==> src/rtl/core_run_ctrl.sv <==
// Run sequencer for a bank of vector cores: hold in reset, run until every core reports done,
// then stream each core's data memory out. Optional RUN watchdog: define CORE_RUN_CTRL_TIMEOUT_EN.
module core_run_ctrl #(
    parameter int NUM_CORES      = 4,
    parameter int DATA_MEM_SIZE  = 256,
    parameter int RESET_CYCLES   = 1,
    parameter int SETTLE_CYCLES  = 1,
    parameter int TIMEOUT_CYCLES = 65536,
    parameter int CORE_ADDR_SIZE = (NUM_CORES > 1) ? $clog2(NUM_CORES) : 1,
    parameter int MEM_ADDR_SIZE  = (DATA_MEM_SIZE > 1) ? $clog2(DATA_MEM_SIZE) : 1
) (
    input  logic                      clock,
    input  logic                      reset,
    input  logic                      start,
    output logic [NUM_CORES-1:0]      core_reset,
    input  logic [NUM_CORES-1:0]      core_done,
    output logic                      mem_rd_en,
    output logic [CORE_ADDR_SIZE-1:0] mem_rd_core,
    output logic [MEM_ADDR_SIZE-1:0]  mem_rd_addr,
    input  logic [31:0]               mem_rd_data,
    output logic                      out_valid,
    input  logic                      out_ready,
    output logic [31:0]               out_data,
    output logic [CORE_ADDR_SIZE-1:0] out_core,
    output logic [MEM_ADDR_SIZE-1:0]  out_addr,
    output logic                      busy,
    output logic                      finished,
    output logic                      timed_out
);

    if (NUM_CORES < 1 || NUM_CORES > 16 || DATA_MEM_SIZE < 1 || TIMEOUT_CYCLES < 1) begin : g_param_check
        $error("core_run_ctrl: parameter out of range");
    end

    // One down-counter serves both RESET_HOLD and SETTLE, sized for the longer of the two.
    localparam int PH_MAX = (RESET_CYCLES > SETTLE_CYCLES) ? RESET_CYCLES : SETTLE_CYCLES;
    localparam int PH_W   = (PH_MAX < 2) ? 1 : $clog2(PH_MAX + 1);

    localparam logic [CORE_ADDR_SIZE-1:0] LAST_CORE = CORE_ADDR_SIZE'(NUM_CORES - 1);
    localparam logic [MEM_ADDR_SIZE-1:0]  LAST_ADDR = MEM_ADDR_SIZE'(DATA_MEM_SIZE - 1);

    typedef enum logic [2:0] {
        S_IDLE,
        S_RESET_HOLD,
        S_RUN,
        S_SETTLE,
        S_DUMP_RD,
        S_DUMP_OUT,
        S_DONE
    } state_t;

    state_t                    state_q, state_d;
    logic [PH_W-1:0]           phase_q, phase_d;
    logic [NUM_CORES-1:0]      sticky_q, sticky_d;
    logic [NUM_CORES-1:0]      done_prev_q;
    logic [NUM_CORES-1:0]      done_rise;
    logic [NUM_CORES-1:0]      core_reset_q, core_reset_d;
    logic [CORE_ADDR_SIZE-1:0] rd_core_q, rd_core_d;
    logic [MEM_ADDR_SIZE-1:0]  rd_addr_q, rd_addr_d;
    logic                      out_valid_q, out_valid_d;
    logic [31:0]               out_data_q, out_data_d;
    logic [CORE_ADDR_SIZE-1:0] out_core_q, out_core_d;
    logic [MEM_ADDR_SIZE-1:0]  out_addr_q, out_addr_d;
    logic                      finished_q, finished_d;

`ifdef CORE_RUN_CTRL_TIMEOUT_EN
    localparam int TO_W = $clog2(TIMEOUT_CYCLES + 1);
    logic [TO_W-1:0] run_cnt_q, run_cnt_d;
    logic            timed_out_q, timed_out_d;
`endif

    // Edge detection runs every cycle, so a level already high when RUN begins is not an edge.
    assign done_rise = core_done & ~done_prev_q;

    always_comb begin
        state_d      = state_q;
        phase_d      = phase_q;
        sticky_d     = sticky_q;
        core_reset_d = core_reset_q;
        rd_core_d    = rd_core_q;
        rd_addr_d    = rd_addr_q;
        out_valid_d  = out_valid_q;
        out_data_d   = out_data_q;
        out_core_d   = out_core_q;
        out_addr_d   = out_addr_q;
        finished_d   = finished_q;
`ifdef CORE_RUN_CTRL_TIMEOUT_EN
        run_cnt_d    = run_cnt_q;
        timed_out_d  = timed_out_q;
`endif

        case (state_q)
            S_IDLE, S_DONE: begin
                if (start) begin
                    state_d      = S_RESET_HOLD;
                    core_reset_d = '1;
                    phase_d      = PH_W'(RESET_CYCLES);
                    sticky_d     = '0;
                    finished_d   = 1'b0;
`ifdef CORE_RUN_CTRL_TIMEOUT_EN
                    timed_out_d  = 1'b0;
`endif
                end
            end

            S_RESET_HOLD: begin
                if (phase_q <= PH_W'(1)) begin
                    state_d      = S_RUN;
                    core_reset_d = '0;
`ifdef CORE_RUN_CTRL_TIMEOUT_EN
                    run_cnt_d    = '0;
`endif
                end else begin
                    phase_d = phase_q - 1'b1;
                end
            end

            S_RUN: begin
                sticky_d = sticky_q | done_rise;
                if (&sticky_d) begin
                    state_d = S_SETTLE;
                    phase_d = PH_W'(SETTLE_CYCLES);
                end
`ifdef CORE_RUN_CTRL_TIMEOUT_EN
                // Watchdog: park the cores in reset so the dump captures a frozen image.
                else if (run_cnt_q == TO_W'(TIMEOUT_CYCLES - 1)) begin
                    state_d      = S_SETTLE;
                    phase_d      = PH_W'(SETTLE_CYCLES);
                    timed_out_d  = 1'b1;
                    core_reset_d = '1;
                end else begin
                    run_cnt_d = run_cnt_q + 1'b1;
                end
`endif
            end

            S_SETTLE: begin
                if (phase_q <= PH_W'(1)) begin
                    state_d   = S_DUMP_RD;
                    rd_core_d = '0;
                    rd_addr_d = '0;
                end else begin
                    phase_d = phase_q - 1'b1;
                end
            end

            S_DUMP_RD: begin
                state_d = S_DUMP_OUT;
            end

            S_DUMP_OUT: begin
                // First DUMP_OUT cycle is the read-return cycle; out_valid is still low then.
                if (!out_valid_q) begin
                    out_valid_d = 1'b1;
                    out_data_d  = mem_rd_data;
                    out_core_d  = rd_core_q;
                    out_addr_d  = rd_addr_q;
                end else if (out_ready) begin
                    out_valid_d = 1'b0;
                    if (rd_core_q == LAST_CORE && rd_addr_q == LAST_ADDR) begin
                        state_d    = S_DONE;
                        finished_d = 1'b1;
                    end else begin
                        state_d = S_DUMP_RD;
                        if (rd_addr_q == LAST_ADDR) begin
                            rd_addr_d = '0;
                            rd_core_d = rd_core_q + 1'b1;
                        end else begin
                            rd_addr_d = rd_addr_q + 1'b1;
                        end
                    end
                end
            end

            default: begin
                state_d = S_IDLE;
            end
        endcase
    end

    always_ff @(posedge clock) begin
        done_prev_q <= core_done;
        if (reset) begin
            state_q      <= S_IDLE;
            phase_q      <= '0;
            sticky_q     <= '0;
            core_reset_q <= '1;
            rd_core_q    <= '0;
            rd_addr_q    <= '0;
            out_valid_q  <= 1'b0;
            out_data_q   <= '0;
            out_core_q   <= '0;
            out_addr_q   <= '0;
            finished_q   <= 1'b0;
`ifdef CORE_RUN_CTRL_TIMEOUT_EN
            run_cnt_q    <= '0;
            timed_out_q  <= 1'b0;
`endif
        end else begin
            state_q      <= state_d;
            phase_q      <= phase_d;
            sticky_q     <= sticky_d;
            core_reset_q <= core_reset_d;
            rd_core_q    <= rd_core_d;
            rd_addr_q    <= rd_addr_d;
            out_valid_q  <= out_valid_d;
            out_data_q   <= out_data_d;
            out_core_q   <= out_core_d;
            out_addr_q   <= out_addr_d;
            finished_q   <= finished_d;
`ifdef CORE_RUN_CTRL_TIMEOUT_EN
            run_cnt_q    <= run_cnt_d;
            timed_out_q  <= timed_out_d;
`endif
        end
    end

    assign core_reset  = core_reset_q;
    assign mem_rd_en   = (state_q == S_DUMP_RD);
    assign mem_rd_core = rd_core_q;
    assign mem_rd_addr = rd_addr_q;
    assign out_valid   = out_valid_q;
    assign out_data    = out_data_q;
    assign out_core    = out_core_q;
    assign out_addr    = out_addr_q;
    assign busy        = (state_q != S_IDLE) && (state_q != S_DONE);
    assign finished    = finished_q;
`ifdef CORE_RUN_CTRL_TIMEOUT_EN
    assign timed_out   = timed_out_q;
`else
    assign timed_out   = 1'b0;
`endif

endmodule

==> config.mk <==
export PLATFORM = sky130hd
export DESIGN_NAME = core_run_ctrl
export DESIGN_NICKNAME = d
export VERILOG_FILES = /design/src/rtl/core_run_ctrl.sv
export SDC_FILE = /design/constraint.sdc
export NUM_CORES = 1
export LEC_CHECK = 0
export ABC_AREA = 1
export CORE_MARGIN = 5
export CORE_UTILIZATION = 39
export DETAILED_ROUTE_END_ITERATION = 10
export PLACE_DENSITY = 0.83
export SLEW_MARGIN = 20
export SYNTH_ARGS = -nofsm -noshare
export SYNTH_HDL_FRONTEND = slang
export SYNTH_SLANG_ARGS = --single-unit
==> constraint.sdc <==
create_clock -name clock -period 1.9 [get_ports clock]
set_input_delay 0.38 -clock clock [delete_from_list [all_inputs] [get_ports clock]]
set_output_delay 0.38 -clock clock [all_outputs]
set_load 0.05 [all_outputs]
Word-level counts from Yosys, hierarchy flattened
Index checks and enable logic that the tools add are counted.
{"block": "word_totals", "input_bits": 40, "mem_bits_rw": 0, "latch_bits": 0, "regBits": 70, "romBits": 0, "output_inout_bits": 61, "elab_cells": 95, "n_memories": 0}
{"block": "classes", "n_lt_le_gt_ge": 1, "muxes": 36, "mul": 0, "n_div": 0, "bitwise_logic": 4, "n_eq_ne": 19, "n_reduce_logical": 20, "n_shift": 0, "addsub": 3}
{"op": "8-bit 2-to-1 mux", "n": 5}
{"op": "2-bit != test, second input constant", "n": 10}
{"op": "3-bit 2-to-1 mux", "n": 6}
{"op": "3-bit case mux with 6 select lines", "n": 1}
{"op": "4-bit case mux with 2 select lines", "n": 2}
{"op": "8-bit case mux with 2 select lines", "n": 1}
{"op": "2-bit 2-to-1 mux", "n": 6}
{"op": "4-bit 2-to-1 mux", "n": 3}
{"op": "6-bit AND reduction", "n": 2}
{"op": "5-bit AND reduction", "n": 2}
{"op": "3-bit == test, second input constant", "n": 3}
{"op": "1-bit 2-to-1 mux", "n": 9}
{"op": "8-bit by 1-bit adder with 8-bit output, second input constant", "n": 1}
{"op": "8-bit == test, second input constant", "n": 1}
{"op": "4-bit AND reduction", "n": 2}
{"op": "2-bit nonzero test", "n": 4}
{"op": "3-bit by 2-bit == test with 1-bit output, second input constant", "n": 2}
{"op": "3-bit nonzero test", "n": 2}
{"op": "4-bit AND", "n": 1}
{"op": "4-bit inverter", "n": 1}
{"op": "4-bit bitwise OR", "n": 1}
{"op": "2-bit case mux with 2 select lines", "n": 1}
{"op": "2-bit AND reduction", "n": 2}
{"op": "2-bit OR reduction", "n": 2}
{"op": "other kinds (12)", "n": 13}

Depth between registers and ports, before layout
{"block": "depth", "depth_word": 6, "depth_mapped": 10}

Worst setup path before layout
No wires, ideal clock.
{"block": "synth_path", "path_type": "reg2reg", "from": "register rd_addr_q[1], in the netlist mem_rd_addr[1]", "to": "register rd_addr_q[4], in the netlist mem_rd_addr[4]", "setup_time_ns": 0.117, "path_buffers": 1, "period_less_slack_ns": 1.937, "stages_incl_launch_ff": 10, "t_arrival_ns": 1.820, "setup_slack_ns": -0.037, "path_cell_list": "dfxtp_1 -> ha_1 -> nand2_2 -> nor2_1 -> nand3_1 -> nor2_4 -> nor2_2 -> buf_6 -> a21oi_1 -> nor2_1"}
{"block": "synth_via", "elab_chain_len": 6, "elab_cells_between_ends": 10, "cone_classes": "1 x add/sub; 2 x eq/ne; 5 x mux; 2 x reduce/logical"}
{"item": "start: declaration", "line": "59", "text": "logic [MEM_ADDR_SIZE-1:0] rd_addr_q, rd_addr_d;"}
{"item": "start signal: assignment", "line": "205", "text": "rd_addr_q <= rd_addr_d;"}
{"item": "8-bit by 1-bit adder with 8-bit output or 8-bit == test (tied branches)", "line": "169, 160, 165"}
{"item": "8-bit 2-to-1 mux", "line": "165", "text": "if (rd_addr_q == LAST_ADDR) begin"}
{"item": "8-bit 2-to-1 mux", "line": "160", "text": "if (rd_core_q == LAST_CORE && rd_addr_q == LAST_ADDR) begin"}
{"item": "8-bit 2-to-1 mux", "line": "158", "text": "end else if (out_ready) begin"}
{"item": "8-bit 2-to-1 mux", "line": "153", "text": "if (!out_valid_q) begin"}
{"item": "8-bit case mux with 2 select lines", "line": "92", "text": "case (state_q)"}
Several ways; a longest one is shown, not always the timed one. The select of a mux whose other input is x is not followed.
A chain may end at the register's enable or synchronous reset.

Worst setup path after layout
{"block": "layout_path", "from": "register out_data_q[18], in the netlist out_data[18]", "to": "output out_data[18]"}
{"item": "start: declaration", "line": "61", "text": "logic [31:0] out_data_q, out_data_d;"}
{"item": "start signal: assignment", "line": "207", "text": "out_data_q <= out_data_d;"}
{"item": "end: declaration", "line": "23", "text": "output logic [31:0] out_data,"}
No word-level cell between the ends.

==> flow_summary.json <==
{
  "outcome": "completed",
  "die_w_um": 93.2,
  "postCtsSetupBuffers": 0,
  "cap_violations": 0,
  "wirelength_um": 7060,
  "ys_seq_area_share_pct": 48.9,
  "dp_cells": 537,
  "hold_viol": 0,
  "final_cell_mix": "nor2_1, dfxtp_1, nand2_1",
  "route.detailed.drc": 0,
  "portBuffers": 99,
  "syn-num-nets": 410,
  "arrival_ps": 1470,
  "cpPeakStageDelay_ps": 810,
  "fp.coreArea_um2": 6760,
  "grt_pass1_vias": 2555,
  "cts-buffers-inserted": 9,
  "synth_adder_area_share_pct": 0.926,
  "clk_latency_ps": 340,
  "ys_seq_elements": 66,
  "switching_share_pct": 31.6,
  "combPwrFrac_pct": 25.4,
  "clk_pin_slew_ps": 70,
  "place_congestion": 0.821,
  "antenna_found_initial": 0,
  "grt_max_degree": 37,
  "grt_pass1_wl_um": 11500,
  "wire_per_inst_um": 12.8,
  "slowest_stage": "clkdlybuf4s50_1",
  "vias": 2625,
  "synth_compound_area_share_pct": 13.1,
  "syn_area_per_cell_um2": 7.34,
  "dieArea_um2": 8690,
  "finalSetupViolations": 0,
  "track_usage_pct": 16.6,
  "synthXorXnorAreaFrac_pct": 0,
  "instances_no_fill": 553,
  "ir_drop_v": 0.000488,
  "dp_hpwl_um": 5050,
  "clockRootBuffer": "clkbuf_8",
  "fin_crit_ps": 1850,
  "grt_overflow": 0,
  "crit_family": "buffers and inverters",
  "cp-end-kind": "output pin",
  "start_util_pct": 40.0,
  "cts.htree.levels": 3,
  "critPathMaxFanout": 2,
  "drtIter0Drc": 110,
  "drtAntennaViolNets": 0,
  "synth_cells": 368,
  "antenna_cells": 0,
  "holdCritPathClass": "flip-flop to flip-flop",
  "rows": 30,
  "drive_gt1_share_pct": 15.0,
  "ys_types": 26,
  "grt_busiest_layer": "met2",
  "grtUsageMet1_pct": 17.9,
  "seq_power_share_pct": 38.2,
  "worstMarginPinSlew_ps": 593,
  "synthSimpleGateAreaFrac_pct": 28.9,
  "nets": 510,
  "use_met2_pct": 28.1,
  "synth_top_family_by_area": "simple AND/OR/NAND/NOR gates",
  "leakagePower_nw": 2.35,
  "pwr-share-clk_pct": 36.4,
  "cp_cell_sequence": "clkdlybuf4s50_1",
  "via_per_inst": 4.75,
  "clock_skew_ps": 6.64,
  "use_met3_pct": 8.29,
  "synth_area_um2": 2700,
  "cellPowerDensity_nw_per_um2": 984,
  "net-switching-power_w": 0.00126,
  "cp-start-kind": "flip-flop",
  "p_int_w": 0.00274,
  "die_h_um": 93.2,
  "first_pass_iters": 4,
  "syn_to_final_growth_pct": 50.3,
  "io_pins": 101,
  "finalCritPeriodShare_pct": 97.4,
  "cts_tree": "built",
  "final_util_pct": 60.1,
  "cts.sinks": 66,
  "crit_required_ps": 1520,
  "clk_path_buf_depth": 2,
  "synth.area.mux_share_pct": 0,
  "final_common_cell": "nor2_1",
  "slew_violations": 0,
  "max_freq_mhz": 540,
  "cp_num_buf_inv": 1,
  "slew_headroom_pct": 60.4,
  "yosysWarnings": 0,
  "worstSetupPathType": "flip-flop to output pin"
}
## final timing paths
check / slack (ps) / end / depth (start not counted) / start
worst max-delay path: 50 / out_data[18] / 1 / out_data[18]$_SDFFE_PP0P_
worst min-delay path: 470 / sticky_q[0]$_SDFFE_PP0P_ / 2 / sticky_q[0]$_SDFFE_PP0P_
worst max register to register: 190 / mem_rd_addr[4]$_SDFFE_PP0P_ / 9 / mem_rd_addr[0]$_SDFFE_PP0P_
worst min register to register: 470 / sticky_q[0]$_SDFFE_PP0P_ / 2 / sticky_q[0]$_SDFFE_PP0P_
## stage by stage
| stage | setup slack (ps) | hold WS, ps | instance area [µm²] | setup TNS (ps) | total power (W) |
|---|---|---|---|---|---|
| after floorplan | 179 | 408 | 2710 | 0 | 0.00225 |
| after global placement | 141 | 445 | 3730 | 0 | 0.00256 |
| after detailed placement | 99.8 | 456 | 3730 | 0 | 0.00258 |
| after CTS | 5.86 | 468 | 3980 | 0 | 0.00405 |
| after global routing | -6.16 | 489 | 4060 | -6.16 | 0.00420 |
| final | 49.1 | 467 | 4060 | 0 | 0.00400 |
## flip-flops by register name, summed over array words and instances, names as in the netlist
signal / count
out_addr: 8
sticky_q: 4
finished: 1
core_reset: 1
done_prev_q: 4
mem_rd_addr: 8
out_data: 32
mem_rd_core: 2
state_q: 3
out_valid: 1
out_core: 2
## synthesized netlist by cell type, drive strengths merged
cell	number	area share, %
o211ai	1	0.28
conb	1	0.14
buf	9	2.8
a21oi	22	4.2
o21bai	1	0.28
clkbuf	10	1.4
nor3	1	0.37
ha	2	0.93
inv	27	3.7
dfxtp	66	49
nor2	98	15
nand3	19	3.9
or2	1	0.23
nand2	64	9.4
o21ai	45	8.3
nand3b	1	0.28
## routing by layer
metal	up-vias	routed length, µm
met5	-	0
met4	0	117
met3	11	668
met2	89	3330
met1	1166	2940
li1	1359	-
## logic make-up (layout without fill, tap and decap cells)
| family | count (synthesis) | in the layout |
|---|---|---|
| buf+inv | 46 | 151 |
| flops | 66 | 66 |
| other cells | 1 | 1 |
| compound gates | 69 | 69 |
| fa+ha+maj | 2 | 2 |
| simple gates | 184 | 184 |
## repair_timing
| item | in CTS | in global routing |
|---|---|---|
| hold buffers | 0 | 0 |
| resized for setup | 0 | 33 |
| endpoints found under the setup margin | 0 | 33 |
## power groups by stage
stage	Combinational, W	Sequential (W)	Clock [W]
CTS	0.00103	0.00153	0.00150
finish	0.00102	0.00153	0.00146
global route	0.00109	0.00154	0.00156
detailed placement	0.00102	0.00156	0
global placement	0.00101	0.00156	0
floorplan	0.000539	0.00171	0
## area by class of cell
| class | count | area (µm²) |
|---|---|---|
| fillers | 576 | 2690 |
| flip-flops and latches | 66 | 1320 |
| multi-input cells | 256 | 1160 |
| repair buffers | 108 | 1120 |
| clock buffers | 10 | 138 |
| clock inverters | 6 | 114 |
| inverters | 27 | 101 |
| well taps | 80 | 100 |
(Power assumes the default switching activity.)
